$ cat config.mk
export PLATFORM = sky130hd
export DESIGN_NAME = regfile_dump
export DESIGN_NICKNAME = d
export VERILOG_FILES = /design/src/rtl/regfile_dump.sv
export SDC_FILE = /design/constraint.sdc
export NUM_CORES = 1
export LEC_CHECK = 0
export CAP_MARGIN = 15
export CORE_ASPECT_RATIO = 0.6
export CORE_UTILIZATION = 47
export CTS_CLUSTER_DIAMETER = 60
export DETAILED_ROUTE_END_ITERATION = 8
export GPL_TIMING_DRIVEN = 0
export PLACE_DENSITY = 0.95
export SYNTH_ARGS = -nofsm -noshare
export SYNTH_HDL_FRONTEND = slang
export SYNTH_SLANG_ARGS = --single-unit
$ cat constraint.sdc
create_clock -name clk -period 3.5 [get_ports clk]
set_clock_uncertainty 0.2 [all_clocks]
set_input_delay 0.35 -clock clk [delete_from_list [all_inputs] [get_ports clk]]
set_output_delay 0.35 -clock clk [all_outputs]
set_load 0.03 [all_outputs]
$ cat src/rtl/regfile_dump.sv
// Read-side dump sequencer: walks a wrapping address range through a register-file
// read port and streams each word, tagged with its address, on a valid/ready port.
module regfile_dump #(
  parameter int unsigned ADDR_W = 5,
  parameter int unsigned DATA_W = 32
) (
  input  logic              clk,
  input  logic              rst_n,
  input  logic              start,
  input  logic              abort,
  input  logic [ADDR_W-1:0] first_addr,
  input  logic [ADDR_W-1:0] last_addr,
  output logic              busy,
  output logic              done,
  output logic [ADDR_W-1:0] rf_raddr,
  input  logic [DATA_W-1:0] rf_rdata,
  output logic              m_valid,
  input  logic              m_ready,
  output logic [DATA_W-1:0] m_data,
  output logic [ADDR_W-1:0] m_addr,
  output logic              m_last
);

  localparam int unsigned CntW = ADDR_W + 1;

  typedef enum logic [1:0] {StIdle, StRead, StSend, StDone} state_e;

  state_e              state_q, state_d;
  logic [ADDR_W-1:0]   addr_q, addr_d;
  logic [CntW-1:0]     cnt_q, cnt_d;
  logic [DATA_W-1:0]   data_q, data_d;
  logic [ADDR_W-1:0]   maddr_q, maddr_d;
  logic                last_q, last_d;
  logic [ADDR_W-1:0]   span;

  // Modular difference gives the wrapping range; +1 turns first==last+1 into a full sweep.
  assign span = last_addr - first_addr;

  always_comb begin
    state_d = state_q;
    addr_d  = addr_q;
    cnt_d   = cnt_q;
    data_d  = data_q;
    maddr_d = maddr_q;
    last_d  = last_q;
    unique case (state_q)
      StIdle: begin
        if (start) begin
          addr_d  = first_addr;
          cnt_d   = {1'b0, span} + CntW'(1);
          state_d = StRead;
        end
      end
      StRead: begin
        data_d  = rf_rdata;
        maddr_d = addr_q;
        last_d  = (cnt_q == CntW'(1));
        state_d = StSend;
      end
      StSend: begin
        if (m_ready) begin
          if (last_q) begin
            cnt_d   = '0;
            state_d = StDone;
          end else begin
            addr_d  = addr_q + ADDR_W'(1);
            cnt_d   = cnt_q - CntW'(1);
            state_d = StRead;
          end
        end
      end
      StDone: begin
        state_d = StIdle;
      end
    endcase
    // Abort overrides everything, including a start seen in idle.
    if (abort) begin
      state_d = StIdle;
      cnt_d   = '0;
    end
  end

  always_ff @(posedge clk or negedge rst_n) begin
    if (!rst_n) begin
      state_q <= StIdle;
      addr_q  <= '0;
      cnt_q   <= '0;
      data_q  <= '0;
      maddr_q <= '0;
      last_q  <= 1'b0;
    end else begin
      state_q <= state_d;
      addr_q  <= addr_d;
      cnt_q   <= cnt_d;
      data_q  <= data_d;
      maddr_q <= maddr_d;
      last_q  <= last_d;
    end
  end

  assign busy     = (state_q != StIdle);
  assign done     = (state_q == StDone);
  assign m_valid  = (state_q == StSend);
  assign rf_raddr = addr_q;
  assign m_data   = data_q;
  assign m_addr   = maddr_q;
  assign m_last   = last_q;

endmodule

==> flow_metrics.py <==
metrics = {
    "job": {
        "max-cap-violations": 0,
    },
    "global_route": {
        "antenna_found_initial": 0,
        "grt_pass1_vias": 2097,
        "grt-ovfl-total": 0,
        "grt_max_degree": 33,
        "grt_first_pass_wirelength_um": 9920,
        "grtUsageTotal": 0.243,
    },
    "die": {
        "io_pins": 93,
        "fp.coreArea_mm2": 0.00475,
        "initial_core_util": 0.511,
        "rows": 19,
        "fp.dieArea_mm2": 0.00547,
        "die_h_um": 57.7,
        "die_w_um": 94.8,
    },
    "drt": {
        "top_layer": "met4",
        "vias": 1995,
        "first_pass_iters": 4,
        "wl_met1_um": 2480,
        "wl_per_cell_um": 16.6,
        "dr_wl_met3_um": 662,
        "finalWirelength_um": 6100,
        "drc_errors": 0,
        "drt_iter0_drc": 127,
        "viasPerCell": 5.44,
        "ant_nets": 0,
        "dr_wl_met2_um": 2880,
    },
    "worst_setup_path": {
        "crit_arrival_ns": 2.15,
        "max_stage_delay_ns": 0.74,
        "regToRegEndpoint": "cnt_q[3]",
        "setup.worst_path.start": "state_q[0]",
        "r2r-start": "state_q[1]",
        "crit_slowest_cell": "clkdlybuf4s50_1",
        "cp_cell_sequence": "nand2b_2, inv_1, buf_2, clkdlybuf4s50_1",
        "r2r_setup_slack_ns": 1.62,
        "path_buf_inv": 3,
        "crit_cells": 4,
        "worstSetupPathType": "reg2out",
        "end_kind": "output port",
        "cp_data_required_time_ns": 2.95,
        "r2r_cells": 5,
        "cp_max_fo": 10,
        "crit_end": "m_valid",
        "worstSetupStartpointType": "register",
        "cp_top_family": "buffers and inverters",
    },
    "logic_synthesis": {
        "synth-edff-count": 0,
        "ys_warn_count": 0,
        "syn_inst": 204,
        "yosys-top-cells-area": "dfrtp_1 53%, mux2_2 17%, ha_1 4.1%",
        "avgSynthCellArea_um2": 11.9,
        "synth_most_common_cell": "dfrtp_1",
        "syn_area_mm2": 0.00243,
        "synth_nets": 260,
        "synth_largest_area_cell": "dfrtp_1",
        "synth_ff_type": "dfrtp_1",
        "synth_cell_type_count": 40,
        "synthTopCellsByCount": "51 x dfrtp_1, 37 x mux2_2, 13 x nand2_1",
        "async_flop_share": 1.00,
        "synth.top_cell.area_share": 0.526,
        "yosysSeqAreaShare": 0.526,
        "ys_seq_elements": 51,
    },
    "clocking": {
        "postCtsSetupRepairBufs": 0,
        "htree_levels": 2,
        "cts_buffers": 5,
        "clk_latency_ns": 0.30,
        "cts_tree": "done",
        "clkSlewWorstSetupHoldPaths_ns": 0.09,
        "ctsResizeCount": 0,
        "cts_root_buf": "clkbuf_8",
        "cts.sinks": 51,
        "ctsHoldBuffers": 1,
        "clockBufferDepth": 2,
    },
    "hold_path": {
        "hold_path_class": "in2reg",
    },
    "layout": {
        "area.growth.synth_to_final_pct": 45.2,
        "diodes": 0,
        "utilization": 0.741,
        "drive_gt1_frac": 0.188,
        "fin_nets": 360,
        "final_design_area_no_fill_mm2": 0.00352,
    },
    "power_and_ir_drop": {
        "ir_worst_vdd_v": 0.000416,
        "p_total_mw": 2.12,
        "p_sw_frac": 0.379,
        "p_per_area_mw_per_mm2": 601,
        "p_sw_mw": 0.802,
        "total_leakage_power_nw": 1.48,
        "p_int_mw": 1.31,
        "p_comb_frac": 0.450,
        "p_clk_frac": 0.154,
        "power_frac_seq": 0.396,
    },
    "place": {
        "placedInstanceArea_mm2": 0.00343,
        "hpwl_um": 4770,
        "portBuffers": 91,
        "gp_congestion": 0.865,
    },
    "sta": {
        "max_slew_margin": 0.685,
        "drv_slew": 0,
        "rsz0062_at_grt": "no",
        "period_share": 0.773,
        "tns_ns": 0,
        "fmax_mhz": 370,
        "layout_min_cycle_time_ns": 2.70,
        "setup_viol": 0,
        "worstMarginPinSlew_ns": 0.473,
        "finalHoldViolations": 0,
    },
    "run_status": {
        "outcome": "finished clean",
    },
}
-- power groups by stage --
stage          logic, mW  registers, mW  clock network [mW]
2_1_floorplan      0.250           1.11                   0
3_3_place_gp       0.927          0.833                   0
3_5_place_dp       0.951          0.849                   0
4_1_cts            0.958          0.839               0.332
5_1_grt             1.01          0.858               0.355
6_report           0.952          0.839               0.327
-- registers in the layout (all words and copies together) (netlist names) --
register  flops
cnt_q         6
m_last        1
m_addr        5
m_data       32
state_q       2
rf_raddr      5
-- placed cells by master (no fill, tap or decap), types with 3 or more instances in the layout --
cell type / count
clkdlybuf4s50_1: 90
dfrtp_1: 51
mux2_2: 37
nand2_1: 13
a21oi_1: 12
inv_1: 10
nor2_1: 9
nand3_1: 9
ha_1: 8
buf_2: 6
o21ai_0: 6
clkbuf_8: 5
xor2_1: 4
xnor2_1: 3
-- per-layer routing --
layer / up-vias / global-route usage
met4: 0 / 0.0714
met1: 986 / 0.284
li1: 918 / -
met3: 6 / 0.114
met5: - / 0
met2: 85 / 0.404
-- layout make-up --
class	count	area (um^2)
timing repair buffer	93	936
clock buffer	5	68.8
inverter	10	37.5
fill	338	1230
multi-input combinational	136	1080
tap	63	78.8
sequential	51	1280
clock inverter	2	13.8
buffer	7	36.3
-- per-stage QoR --
stage	hold WS [ns]	cells	setup slack [ns]
floorplan	-0.146	204	1.54
global placement	0.285	358	0.376
detailed placement	0.136	359	0.818
CTS	0.243	367	0.823
global route	0.258	367	0.726
finish	0.260	367	0.796
-- cells by family (layout without fill, tap and decap cells) --
logic type / count (synthesis) / after routing / synth area share
DFF: 51 / 51 / 0.526
xor gates and xnor gates: 7 / 7 / 0.0253
muxes: 38 / 38 / 0.176
adders and majority gates: 9 / 9 / 0.0495
and+or+nand+nor: 48 / 48 / 0.103
buffers and inverters: 17 / 117 / 0.0304
AOI/OAI and AO/OA: 34 / 34 / 0.0907
-- how the worst min path moves through the flow --
stage                    from    endpoint  slack (ns)  cells after the start
floorplan               rst_n    cnt_q[0]       -0.15                      0
global placement    m_data[6]   m_data[6]        0.29                      1
detailed placement      rst_n    cnt_q[4]        0.14                      1
CTS                     abort  state_q[0]        0.24                      2
global route            abort  state_q[0]        0.26                      2
finish                  abort  state_q[0]        0.26                      2
(Power assumes the default switching activity.)
